[config.mk]
export PLATFORM = sky130hd
export DESIGN_NAME = distribute_1x2_buf
export DESIGN_NICKNAME = d
export VERILOG_FILES = /design/src/rtl/distribute_1x2_buf.sv
export SDC_FILE = /design/constraint.sdc
export NUM_CORES = 1
export LEC_CHECK = 0
export ABC_CLOCK_PERIOD_IN_PS = 2400
export BUFFER_PORTS_ARGS = -buffer_cell sky130_fd_sc_hd__buf_2
export CORE_MARGIN = 1
export CORE_UTILIZATION = 53
export DETAILED_ROUTE_END_ITERATION = 10
export HOLD_SLACK_MARGIN = 0.02
export PLACE_DENSITY = 0.77
export SKIP_LAST_GASP = 1
export SLEW_MARGIN = 25
export SYNTH_ARGS = -nofsm -noshare
export SYNTH_HDL_FRONTEND = slang
export SYNTH_SLANG_ARGS = --single-unit
[constraint.sdc]
create_clock -name clk -period 2.4 [get_ports clk]
set_input_delay 0.12 -clock clk [delete_from_list [all_inputs] [get_ports clk]]
set_output_delay 0.12 -clock clk [all_outputs]
set_load 0.05 [all_outputs]
[src/rtl/distribute_1x2_buf.sv]
// One-to-two distributor: each accepted word is routed by i_cmd into the low FIFO, the high FIFO, both, or none.
// The two branch FIFOs are independent and drain on their own i_ready bit.
module distribute_1x2_buf #(
  parameter int DATA_WIDTH     = 32,
  parameter int COMMMAND_WIDTH = 2,
  parameter int FIFO_DEPTH     = 4
) (
  input  logic                      clk,
  input  logic                      rst,
  input  logic                      i_valid,
  input  logic [DATA_WIDTH-1:0]     i_data_bus,
  output logic                      o_ready,
  input  logic                      i_en,
  input  logic [COMMMAND_WIDTH-1:0] i_cmd,
  output logic [1:0]                o_valid,
  output logic [2*DATA_WIDTH-1:0]   o_data_bus,
  input  logic [1:0]                i_ready
);

  localparam int AW = $clog2(FIFO_DEPTH);

  logic [1:0] full;
  logic [1:0] push;
  logic [1:0] pop;
  logic       accept;

  // cmd bit 0 selects the low branch, bit 1 the high branch; a multicast needs room in both
  assign o_ready = ~rst & i_en & ~(i_cmd[0] & full[0]) & ~(i_cmd[1] & full[1]);
  assign accept  = i_valid & o_ready;

  genvar b;
  generate
    for (b = 0; b < 2; b++) begin : g_br
      logic [DATA_WIDTH-1:0] mem_q [FIFO_DEPTH];
      logic [AW-1:0]         rd_q, rd_d;
      logic [AW-1:0]         wr_q, wr_d;
      logic [AW:0]           cnt_q, cnt_d;

      assign full[b]    = (cnt_q == (AW+1)'(FIFO_DEPTH));
      assign o_valid[b] = (cnt_q != '0);
      assign push[b]    = accept & i_cmd[b];
      assign pop[b]     = o_valid[b] & i_ready[b];
      assign o_data_bus[b*DATA_WIDTH +: DATA_WIDTH] = o_valid[b] ? mem_q[rd_q] : '0;

      always_comb begin
        rd_d  = rd_q;
        wr_d  = wr_q;
        cnt_d = cnt_q;
        if (push[b]) wr_d = wr_q + 1'b1;
        if (pop[b])  rd_d = rd_q + 1'b1;
        case ({push[b], pop[b]})
          2'b10:   cnt_d = cnt_q + 1'b1;
          2'b01:   cnt_d = cnt_q - 1'b1;
          default: cnt_d = cnt_q;
        endcase
      end

      always_ff @(posedge clk or posedge rst) begin
        if (rst) begin
          rd_q  <= '0;
          wr_q  <= '0;
          cnt_q <= '0;
        end else begin
          rd_q  <= rd_d;
          wr_q  <= wr_d;
          cnt_q <= cnt_d;
        end
      end

      always_ff @(posedge clk) begin
        if (push[b]) mem_q[wr_q] <= i_data_bus;
      end
    end
  endgenerate

endmodule

-- After elaboration in Yosys (flattened, before gate mapping)
Memory sizes are Yosys's and may differ from the RTL's.
Index checks and enable logic that the tools add are counted.
- register bits after elaboration: 14
- bits in writable memories: 256
- bits of input ports: 40
- output and inout bits: 67
- word-level logic and storage cells: 47
- memories: 2
- memory list (name ; words ; bits a word ; read ports ; clocked after memory_dff ; wr ports ; RTL line ; RTL):
    g_br[0].mem_q ; 4 ; 32 ; 1 ; 0 ; 1 ; 34 ; logic [DATA_WIDTH-1:0] mem_q [FIFO_DEPTH];
    g_br[1].mem_q ; 4 ; 32 ; 1 ; 0 ; 1 ; 34 ;
- $add $sub $neg: 8
- eq/ne operators: 6
- mux-type cells: 8
- bitwise logic cells: 13
- reductions and logical operators: 4
- operators with widths (operator ; count):
    $mux W32 ; 2
    $pmux W3 S2 ; 2
    $and A1 B1 Y1 ; 10
    $add A2 B1 Y2 const B ; 4
    $add A3 B1 Y3 const B ; 2
    $eq A3 B3 Y1 const B ; 2
    $reduce_bool A3 Y1 ; 2
    $sub A3 B1 Y3 const B ; 2
    $eq A2 B1 Y1 const B ; 2
    $eq A2 B2 Y1 const B ; 2
    $mux W1 ; 4
    $reduce_bool A2 Y1 ; 2
    $not A1 Y1 ; 3

-- Logic depth before layout (Yosys ltp)
- word-level depth: 9
- gate-level depth with buffers: 9
- gate-level depth less buffers: 9

-- Worst setup path after synthesis
OpenSTA, ideal clock, no wires.
- path kind: flip-flop to output port
- start point: register g_br[1].cnt_q[2]
- end point: output o_ready
- arrival: 2.295 ns
- data required time: 2.280 ns
- path slack: -0.015 ns
- cell stages (with the launch flop): 3
- path buffers: 0
- cell sequence: dfrtp_1 and4bb_2 nor4b_1
- cells in the longest elaborated chain, start to end: 4
- ends and longest elaborated chain (element ; RTL line ; RTL):
    start: declaration ; 37 ; logic [AW:0] cnt_q, cnt_d;
    start signal: assignment ; 66 ; cnt_q <= cnt_d;
    $eq A3 B3 Y1 ; 39 ; assign full[b] = (cnt_q == (AW+1)'(FIFO_DEPTH));
    $and A1 B1 Y1 ; 28 ; assign o_ready = ~rst & i_en & ~(i_cmd[0] & full[0]) & ~(i_cmd[1] & full[1]);
    $not A1 Y1 ; 28 ;
    $and A1 B1 Y1 ; 28 ;
    end: declaration ; 12 ; output logic o_ready,
No other way between the ends.

-- Final worst setup path
- start point: register g_br[1].rd_q[0]
- end point: output o_data_bus[59]
- cells in the longest elaborated chain, start to end: 2
- ends and longest elaborated chain (element ; RTL line ; RTL):
    start: declaration ; 35 ; logic [AW-1:0] rd_q, rd_d;
    start signal: assignment ; 64 ; rd_q <= rd_d;
    $mem_v2 Z4 W32 ; n/a ;
    $mux W32 ; 43 ; assign o_data_bus[b*DATA_WIDTH +: DATA_WIDTH] = o_valid[b] ? mem_q[rd_q] : '0;
    end: declaration ; 16 ; output logic [2*DATA_WIDTH-1:0] o_data_bus,
No other way between the ends.

==> out/qor.csv <==
stage,metric,value,unit
worst_setup_path,path_delay_family,multiplexers,
placed_design,dp_hpwl,12.28,mm
power_and_ir_drop,switching_power,0.006238,W
power_and_ir_drop,p_leak,4.484,nW
synth,ys_seq_area_frac,0.7596,
worst_setup_path,end_kind,primary output,
worst_setup_path,path_class,reg -> out,
power_and_ir_drop,clock_power_share,0.251,
floorplanning,die_area,20530,um^2
sta,max_freq,441.3,MHz
sta,fin_tns_setup,0,ps
grt,grt_max_degree,35,
clock_network,root_buffer,clkbuf_16,
synth,yosysWarnings,0,
worst_setup_path,worst-r2r-cell-count,9,
routing,dr_total_vias,5206,
synth,yosys.area.top_type_share,0.7265,
sta,min_period_over_period,0.9442,
sta,final.min_clock_period,2266,ps
run_status,status,"complete, no violations",
sta,final-setup-viol-count,0,
floorplanning,die_w,143.3,um
clock_network,cts-buffers-inserted,27,
floorplanning,ios,107,
floorplanning,core-area,19530,um^2
cells_and_area,antenna_cells,0,
clock_network,clkTransAtPathRegs,60,ps
routing,drt_iter0_drc,375,
cells_and_area,fin_area,12840,um^2
power_and_ir_drop,ir_drop,1.135,mV
clock_network,cts_tree,built,
sta,timing.final.hold_violations,0,
worst_setup_path,cpPeakStageDelay,580,ps
cells_and_area,final_nets,712,
routing,viasPerCell,5.515,
clock_network,cts_sinks,270,
grt,antenna_found_initial,0,
synth,yosysTopAreaCell,edfxtp_1,
floorplanning,die_y,143.3,um
sta,drv_slew,0,
synth,syn_inst,487,
routing,firstDrtPassIters,4,
worst_setup_path,r2r-start,g_br[1].cnt_q[0]$_DFFE_PP0P_,
power_and_ir_drop,p_total,0.01625,W
power_and_ir_drop,p_int,0.01001,W
power_and_ir_drop,combinationalPowerShare,0.405,
clock_network,clock_latency,520,ps
cells_and_area,num-fill-cells,1294,
worst_setup_path,path_buf_inv,2,
sta,finalWorstSetupSlack,134.0,ps
cells_and_area,syn_to_final_growth,21.32,%
synth,synth_edf_count,256,
clock_network,htree_levels,1,
grt,grt_pass1_vias,5626,
grt,grt_pass1_wl,31.71,mm
worst_setup_path,crit_fanout,17,
power_and_ir_drop,switching_share,0.3838,
worst_setup_path,ff2ff_setup_slack,280,ps
synth,yosysUniqueCellTypes,25,
job,drv_cap,0,
sta,worst_pin_slew,552.3,ps
synth,synth_nets,539,
grt,globalRoute.totalOverflow,0,
sta,rsz0062_at_grt,false,
floorplanning,num_rows,51,
floorplanning,start_util,0.5419,
routing,drtAntennaViolNets,0,
worst_hold_path,hold_depth,5,
worst_setup_path,cp_slowest_cell,mux4_2,
placed_design,place_ws,172.8,ps
grt,grt_usage,0.2115,
routing,wl,20.50,mm
synth,synth.area.top_cells,"edfxtp_1 (73%), mux4_2 (14%), and2_1 (4.1%)",
synth,ys.flop_type,edfxtp_1,
cells_and_area,drive_gt1_frac,0.3829,
sta,skew,10.04,ps
placed_design,io_buffers,106,
worst_hold_path,min_to,g_br[0].wr_q[0]$_DFFE_PP0P_,
synth,synthesis.area,10580,um^2
clock_network,clockBufferDepth,3,
worst_setup_path,critPathArrivalTime,2150,ps
synth,synth_seq_cells,270,
synth,synth_most_common_cell,edfxtp_1,
worst_setup_path,cp.required,2280,ps
placed_design,routabilityCongestion,0.7381,
worst_setup_path,r2r_end,g_br[0].cnt_q[2]$_DFFE_PP0P_,
power_and_ir_drop,seq_power_share,0.344,
synth,async_flop_share,0.05185,
worst_setup_path,path_cells,buf_6 -> mux4_2 -> and2_1 -> buf_2,
worst_setup_path,startpoint_type,register,
placed_design,dpl_cell_area,11590,um^2
routing,drc_errors,0,
synth,synthTopCellsByCount,"edfxtp_1 (256), and2_1 (70), mux4_2 (64), dfrtp_1 (14), inv_1 (14)",
worst_hold_path,hold_class,in -> reg,
routing,wl_per_cell,21.72,um
synth,syn_avg_cell_area,21.73,um^2
power_and_ir_drop,p_per_area,1266,nW/um^2
cells_and_area,fin_util,0.6574,
sta,timing.slew.headroom,0.6314,
worst_hold_path,min-delay-start,i_valid,
## metal layers
| metal | wire length (um) | up-vias | global-route usage |
|---|---|---|---|
| met3 | 1345 | 30 | 0.03599 |
| met1 | 8528 | 2703 | 0.2882 |
| met5 | 0 | - | 0 |
| li1 | - | 2278 | - |
| met4 | 333 | 0 | 0.05487 |
| met2 | 10300 | 195 | 0.3582 |
## sequential cells by signal, indices dropped and copies added (netlist names)
register	count
g_br.rd_q	4
g_br.wr_q	4
g_br.cnt_q	6
g_br.mem_q	256
## power groups by stage
| stage | sequential [W] | clock, W | combinational (W) |
|---|---|---|---|
| finish | 0.00560 | 0.00407 | 0.00658 |
| global route | 0.00562 | 0.00433 | 0.00696 |
| CTS | 0.00559 | 0.00414 | 0.00666 |
| detailed placement | 0.00569 | 0 | 0.00658 |
| global placement | 0.00566 | 0 | 0.00649 |
| floorplan | 0.00560 | 0 | 0.00514 |
## per-stage QoR
| stage | std cells | hold WS (ps) |
|---|---|---|
| global placement | 859 | 214.3 |
| finish | 944 | 175.1 |
| floorplan | 487 | 9.219 |
| global route | 944 | 191.6 |
| detailed placement | 859 | 232.4 |
| CTS | 943 | 43.39 |
## cell usage in the layout (no fill, tap or decap), types with 2 or more instances in the layout
master         synthesis  final
clkinvlp_4             0      3
dfrtp_1               14     10
fa_1                   2      2
mux2i_1                2      2
buf_4                  6     19
nor2_1                 3      3
dlygate4sd3_1          0     36
xnor2_1                6      6
inv_1                 14     14
and2_2                 4      8
ha_1                  10     10
edfxtp_1             256    256
bufinv_16              0      3
clkbuf_16              0     27
or3_1                  2      2
mux4_2                64     64
buf_12                 0      5
buf_6                  0      2
clkinv_2               0      8
xor2_1                 6      6
clkinv_1               0      3
and2_1                70     66
dfrtp_2                0      4
nand3_1                2      2
buf_2                  8    106
## worst min-delay path, cell delays in order
cell	delay [ps]
buf_2	120
nand3b_4	100
nor4b_4	50
buf_4	150
xnor2_1	120
## timing repair
item	CTS	global route
buffers inserted	0	1
setup endpoints to repair	0	16
resized for setup	0	2
hold buffers	36	0
hold endpoints to repair	275	0
## final cells by class
class	count	area (um^2)	area share
clock buffer	29	693.2	0.05400
inverter	14	52.55	0.004094
tap	265	331.6	0.02583
sequential	270	8043	0.6265
clock inverter	19	181.4	0.01413
multi-input combinational	179	2380	0.1854
timing repair buffer	168	1156	0.09006
## cells by family (layout without fill, tap and decap cells)
kind of cell,after synthesis,count (layout),synth area share
flops,270,270,0.7596
simple gates,86,86,0.05510
mux,68,68,0.1406
buf+inv,38,230,0.01655
fa+ha+maj,12,12,0.01561
xor+xnor,12,12,0.009933
compound gates,1,1,0.002602
## how the worst max path moves through the flow
stage                                            start                       endpoint  slack [ps]  depth (start not counted)
after floorplan           g_br[1].cnt_q[2]$_DFFE_PP0P_  g_br[0].mem_q[2][0]$_DFFE_PP_         140                          3
after global placement    g_br[1].cnt_q[2]$_DFFE_PP0P_   g_br[0].cnt_q[2]$_DFFE_PP0P_         280                          9
after detailed placement  g_br[1].cnt_q[2]$_DFFE_PP0P_   g_br[0].cnt_q[2]$_DFFE_PP0P_         170                          9
after CTS                  g_br[1].rd_q[0]$_DFFE_PP0P_                 o_data_bus[63]          30                          4
after global routing       g_br[1].rd_q[0]$_DFFE_PP0P_                 o_data_bus[33]          50                          4
final                      g_br[1].rd_q[0]$_DFFE_PP0P_                 o_data_bus[59]         130                          4
(Power assumes the default switching activity.)
